--- config.mk ---
export PLATFORM = sky130hd
export DESIGN_NAME = mem_port_arbiter
export DESIGN_NICKNAME = d
export VERILOG_FILES = /design/src/rtl/mem_port_arbiter.sv
export SDC_FILE = /design/constraint.sdc
export NUM_CORES = 1
export LEC_CHECK = 0
export BUFFER_PORTS_ARGS = -buffer_cell sky130_fd_sc_hd__buf_2
export CAP_MARGIN = 25
export CORE_MARGIN = 5
export CORE_UTILIZATION = 45
export CTS_BUF_LIST = sky130_fd_sc_hd__clkbuf_4
export DETAILED_ROUTE_END_ITERATION = 10
export PLACE_DENSITY = 0.71
export SLEW_MARGIN = 20
export SYNTH_ARGS = -nofsm -noshare
export SYNTH_HDL_FRONTEND = slang
export SYNTH_SLANG_ARGS = --single-unit
--- constraint.sdc ---
create_clock -name clk -period 2.4 [get_ports clk]
set_input_delay 0.36 -clock clk [delete_from_list [all_inputs] [get_ports clk]]
set_output_delay 0.36 -clock clk [all_outputs]
set_load 0.1 [all_outputs]
--- src/rtl/mem_port_arbiter.sv ---
// Two-requester round-robin arbiter for the unified memory port.
// Latches one-cycle request pulses from the icache (0) and dcache (1), drives a level
// valid/ready handshake to memory and returns a one-cycle response pulse to the owner.
// A watchdog aborts a stuck transaction. Overflow and timeout flags stay set until reset.
module mem_port_arbiter #(
  parameter int unsigned AW      = 16,
  parameter int unsigned LW      = 64,
  parameter int unsigned TIMEOUT = 255
) (
  input  logic            clk,
  input  logic            rst,
  input  logic [1:0]      req_valid,
  input  logic [1:0]      req_rw,
  input  logic [2*AW-1:0] req_addr,
  input  logic [2*LW-1:0] req_wdata,
  output logic [1:0]      resp_ready,
  output logic [LW-1:0]   resp_rdata,
  output logic            mem_valid,
  output logic            mem_rw,
  output logic [AW-1:0]   mem_addr,
  output logic [LW-1:0]   mem_wdata,
  input  logic            mem_ready,
  input  logic [LW-1:0]   mem_rdata,
  output logic            overflow_err,
  output logic            timeout_err
);

  localparam int unsigned WDW = (TIMEOUT > 1) ? $clog2(TIMEOUT + 1) : 1;

  typedef enum logic {StIdle, StBusy} state_e;

  state_e                 state_q, state_d;
  logic                   owner_q, owner_d;
  logic                   rr_last_q, rr_last_d;
  logic [WDW-1:0]         wd_q, wd_d;

  logic [1:0]             pend_q, pend_d;
  logic [1:0]             slot_rw_q, slot_rw_d;
  logic [1:0][AW-1:0]     slot_addr_q, slot_addr_d;
  logic [1:0][LW-1:0]     slot_wdata_q, slot_wdata_d;

  logic                   mem_valid_q, mem_valid_d;
  logic                   mem_rw_q, mem_rw_d;
  logic [AW-1:0]          mem_addr_q, mem_addr_d;
  logic [LW-1:0]          mem_wdata_q, mem_wdata_d;
  logic [1:0]             resp_ready_q, resp_ready_d;
  logic [LW-1:0]          resp_rdata_q, resp_rdata_d;
  logic                   overflow_q, overflow_d;
  logic                   timeout_q, timeout_d;

  logic                   wd_expire;
  logic                   done;
  logic [1:0]             clr;
  logic                   sel;

  // Watchdog fires on the TIMEOUT-th BUSY cycle without mem_ready; mem_ready has priority.
  assign wd_expire = (TIMEOUT != 0) && (wd_q == WDW'(TIMEOUT - 1));
  assign done      = (state_q == StBusy) && (mem_ready || wd_expire);
  assign clr       = done ? (owner_q ? 2'b10 : 2'b01) : 2'b00;

  // Request slot capture: a new pulse wins over the clear of the ending transaction.
  always_comb begin
    pend_d       = pend_q;
    slot_rw_d    = slot_rw_q;
    slot_addr_d  = slot_addr_q;
    slot_wdata_d = slot_wdata_q;
    overflow_d   = overflow_q;
    for (int i = 0; i < 2; i++) begin
      if (clr[i]) begin
        pend_d[i] = 1'b0;
      end
      if (req_valid[i]) begin
        if (pend_q[i] && !clr[i]) begin
          overflow_d = 1'b1;
        end else begin
          pend_d[i]       = 1'b1;
          slot_rw_d[i]    = req_rw[i];
          slot_addr_d[i]  = req_addr[i*AW +: AW];
          slot_wdata_d[i] = req_wdata[i*LW +: LW];
        end
      end
    end
  end

  // Grant / transfer FSM; responses are registered one-cycle pulses.
  always_comb begin
    state_d      = state_q;
    owner_d      = owner_q;
    rr_last_d    = rr_last_q;
    wd_d         = wd_q;
    mem_valid_d  = mem_valid_q;
    mem_rw_d     = mem_rw_q;
    mem_addr_d   = mem_addr_q;
    mem_wdata_d  = mem_wdata_q;
    resp_ready_d = 2'b00;
    resp_rdata_d = '0;
    timeout_d    = timeout_q;
    sel          = 1'b0;
    unique case (state_q)
      StIdle: begin
        if (|pend_q) begin
          // On a tie the requester that was not served last goes first.
          sel         = (&pend_q) ? ~rr_last_q : pend_q[1];
          owner_d     = sel;
          rr_last_d   = sel;
          wd_d        = '0;
          mem_valid_d = 1'b1;
          mem_rw_d    = slot_rw_q[sel];
          mem_addr_d  = slot_addr_q[sel];
          mem_wdata_d = slot_wdata_q[sel];
          state_d     = StBusy;
        end
      end
      StBusy: begin
        if (mem_ready) begin
          mem_valid_d           = 1'b0;
          resp_ready_d[owner_q] = 1'b1;
          resp_rdata_d          = mem_rw_q ? '0 : mem_rdata;
          state_d               = StIdle;
        end else if (wd_expire) begin
          mem_valid_d           = 1'b0;
          resp_ready_d[owner_q] = 1'b1;
          timeout_d             = 1'b1;
          state_d               = StIdle;
        end else if (TIMEOUT != 0) begin
          wd_d = wd_q + WDW'(1);
        end
      end
      default: state_d = StIdle;
    endcase
  end

  // State registers with synchronous reset.
  always_ff @(posedge clk) begin
    if (rst) begin
      state_q      <= StIdle;
      owner_q      <= 1'b0;
      rr_last_q    <= 1'b1;
      wd_q         <= '0;
      pend_q       <= 2'b00;
      slot_rw_q    <= 2'b00;
      slot_addr_q  <= '0;
      slot_wdata_q <= '0;
      mem_valid_q  <= 1'b0;
      mem_rw_q     <= 1'b0;
      mem_addr_q   <= '0;
      mem_wdata_q  <= '0;
      resp_ready_q <= 2'b00;
      resp_rdata_q <= '0;
      overflow_q   <= 1'b0;
      timeout_q    <= 1'b0;
    end else begin
      state_q      <= state_d;
      owner_q      <= owner_d;
      rr_last_q    <= rr_last_d;
      wd_q         <= wd_d;
      pend_q       <= pend_d;
      slot_rw_q    <= slot_rw_d;
      slot_addr_q  <= slot_addr_d;
      slot_wdata_q <= slot_wdata_d;
      mem_valid_q  <= mem_valid_d;
      mem_rw_q     <= mem_rw_d;
      mem_addr_q   <= mem_addr_d;
      mem_wdata_q  <= mem_wdata_d;
      resp_ready_q <= resp_ready_d;
      resp_rdata_q <= resp_rdata_d;
      overflow_q   <= overflow_d;
      timeout_q    <= timeout_d;
    end
  end

  assign resp_ready   = resp_ready_q;
  assign resp_rdata   = resp_rdata_q;
  assign mem_valid    = mem_valid_q;
  assign mem_rw       = mem_rw_q;
  assign mem_addr     = mem_addr_q;
  assign mem_wdata    = mem_wdata_q;
  assign overflow_err = overflow_q;
  assign timeout_err  = timeout_q;

endmodule
==> metrics.yaml <==
status: "completed"
cts_max_path_buffers: 3
p_comb_frac: 0.229
cts_root_buf: "clkbuf_4"
cts_resized: 0
p_per_area_nw_per_um2: 746.0
highest_layer: "met4"
maxSlewViolCount: 0
hold_depth: 2
cp_slowest_cell: "buf_12"
internal_power_w: 0.009423
ys_ff_latch: 325
max_slew_margin: 0.5638
final_common_cell: "buf_2"
leakage_nw: 8.212
vias: 11193
p_sw_w: 0.004617
ioPinCount: 381
grt_pass1_wl_um: 60470
timing.max_cap.violations: 0
drt-total-wl_um: 38040
die-height_um: 182.4
core_um2: 29480
h-tree-depth: 3
dieArea_um2: 33270
peakVddDrop_mv: 0.4331
drtPass1Iterations: 4
min-delay-start: "rst"
worst-path-buf-inv: 2
end_kind: "register"
yosysWarnings: 0
dp_hpwl_um: 23110
syn_area_per_cell_um2: 10.32
finalWeightedCongestion: 0.7864
vias_per_cell: 4.749
syn_area_um2: 13380
ant_nets: 0
skew_ns: 0.06251
cts_tree: "done"
post-route-min-period_ns: 2.283
drtIter0Drc: 452
period_share: 0.9514
worstSkewPairLatency_ns: 0.70
portBuffers: 380
min_delay_worst_endpoint: "wd_q[1]"
dp.cells: 1979
rsz0062_at_grt: "no"
numCtsBuffers: 87
synthCells: 1296
drc: 0
switching_share: 0.3289
finalSetupViolCount: 0
r2r_start: "wd_q[0]"
crit_type: "register to register"
numClockSinks: 325
syn_nets: 1529
worstPathCellList: "inv_1, ha_1, and3_1, a21oi_4, a211oi_4, buf_12, mux2i_1"
met1Wirelength_um: 15260
fin_nets: 2140
area_growth_pct: 40.70
start_util: 0.4537
slowest_delay_ns: 0.37
grt_pass1_vias: 11891
clockPowerShare: 0.345
rr_worst_depth: 7
routedWlPerCell_um: 16.14
grt_overflow: 0
tightest_slew_ns: 0.6543
clk_pin_slew_worst_paths_ns: 0.06
reg2reg_slack_ns: 0.12
final_cell_mix: "buf_2, nand2b_1, dfxtp_1"
antenna_found_initial: 1
cp_top_family: "compound AO/OA/AOI/OAI gates"
ys_types: 40
reg2reg_to: "slot_wdata_q[119]"
yosysSeqAreaShare: 0.4864
pwr-share-seq: 0.426
rows: 63
die_x_um: 182.4
hold_viol: 0
worst_ep_required_time_ns: 2.98
grt_util_all_layers: 0.2216
fin_cells: 2357
fmax_ghz: 0.4380
layout-drive-gt1-share: 0.2742
hold_path_class: "input pin to register"
route.met3.wl_um: 2516
start_kind: "register"
grt_max_degree: 130
setup-tns-final_ns: 0
wl_met2_um: 18710
arrival_ns: 2.86
cp_max_fo: 51
[per-layer routing]
metal,vias to the layer above,track usage
met5,-,0
met2,378,0.3852
li1,5600,-
met1,5127,0.2510
met4,0,0.09937
met3,88,0.06677
[final cells by class]
cell class                 instances  area [um2]
inverter                           7       26.28
clock inverter                    16       107.6
sequential                       325        6506
multi-input combinational        864        6296
clock buffer                     132       991.0
antenna                            1       2.502
fill                            2297       10660
timing repair buffer             622        4402
tap                              390       488.0
[worst register-to-register path: stages, from the launching register on]
cell and delay (ns):
dfxtp_1 0.35, inv_1 0.10, ha_1 0.17, and3_1 0.36
a21oi_4 0.16, a211oi_4 0.37, buf_12 0.37, mux2i_1 0.33
[power groups by stage]
stage	Clock (W)	Sequential (W)	Combinational (W)
global route	0.00533	0.00602	0.00340
finish	0.00485	0.00598	0.00322
CTS	0.00502	0.00598	0.00320
global placement	0	0.00609	0.00287
detailed placement	0	0.00610	0.00290
floorplan	0	0.00733	0.00105
[worst max-delay path by stage]
stage / depth (start not counted) / to / slack [ns] / start
global route: 7 / slot_wdata_q[119] / 0.009 / wd_q[0]
floorplan: 7 / wd_q[7] / 0.49 / wd_q[0]
global placement: 7 / slot_addr_q[17] / 0.27 / wd_q[0]
detailed placement: 7 / slot_addr_q[21] / 0.17 / wd_q[0]
finish: 7 / slot_wdata_q[119] / 0.12 / wd_q[0]
CTS: 7 / slot_wdata_q[55] / 0.16 / wd_q[0]
[stage by stage]
step / instance area [um2] / power (W) / util / setup slack (ns) / hold WS (ns)
finish: 18820 / 0.01404 / 0.6384 / 0.1167 / 0.1621
CTS: 18820 / 0.01420 / 0.6383 / 0.1556 / 0.09958
floorplan: 13380 / 0.008382 / - / 0.4871 / 0.4480
global route: 18820 / 0.01475 / 0.6384 / 0.009008 / 0.1243
global placement: 15430 / 0.008958 / 0.5233 / 0.2661 / 0.4537
detailed placement: 15430 / 0.008998 / 0.5233 / 0.1676 / 0.4605
[kinds of logic after synthesis]
kind of cell | count (synthesis) | share of synthesized area
DFF | 325 | 0.4864
xor gates and xnor gates | 4 | 0.002619
AOI/OAI and AO/OA | 109 | 0.06155
muxes | 244 | 0.1827
adders and majority gates | 2 | 0.001871
buffers and inverters | 107 | 0.04593
and+or+nand+nor | 505 | 0.2189
[timing repair]
item / 4_1_cts / 5_1_grt
hold endpoints to repair: 229 / 0
setup buffers: 0 / 0
hold buffers: 229 / 0
[cells in the mapped netlist]
master | n | area [um2]
nand2b_1 | 328 | 2052
dfxtp_1 | 325 | 6506
mux2i_1 | 243 | 2432
nor2_1 | 92 | 345.3
a211oi_1 | 84 | 630.6
and2_1 | 66 | 412.9
clkbuf_1 | 64 | 240.2
buf_2 | 17 | 85.08
buf_8 | 16 | 240.2
inv_1 | 7 | 26.28
a21oi_1 | 6 | 30.03
nand3_1 | 5 | 25.02
nand2_1 | 4 | 15.01
xnor2_1 | 4 | 35.03
a31oi_1 | 3 | 18.77
buf_4 | 3 | 22.52
o21ai_0 | 3 | 15.01
a211oi_2 | 2 | 25.02
ha_1 | 2 | 25.02
o211ai_1 | 2 | 15.01
a2111oi_0 | 1 | 8.760
a2111oi_2 | 1 | 15.01
a211o_1 | 1 | 8.760
a21boi_1 | 1 | 7.510
a21oi_4 | 1 | 16.27
a22oi_1 | 1 | 7.510
and3_1 | 1 | 6.260
and3b_1 | 1 | 8.760
and4_1 | 1 | 8.760
mux2_1 | 1 | 11.26
nand4_1 | 1 | 6.260
nor2b_1 | 1 | 6.260
nor3_1 | 1 | 5.000
nor3b_1 | 1 | 7.510
nor4_1 | 1 | 6.260
nor4b_2 | 1 | 15.01
o21ba_2 | 1 | 10.01
o21bai_1 | 1 | 7.510
o31ai_1 | 1 | 7.510
or4_1 | 1 | 7.510
[sequential cells by signal, indices dropped and copies added, names as in the netlist, 2 cells and up]
register / cells
resp_rdata: 64
wd_q: 8
slot_rw_q: 2
mem_addr: 16
slot_addr_q: 32
resp_ready: 2
slot_wdata_q: 128
pend_q: 2
mem_wdata: 64
No activity file was read; power rests on OpenSTA's default activity.
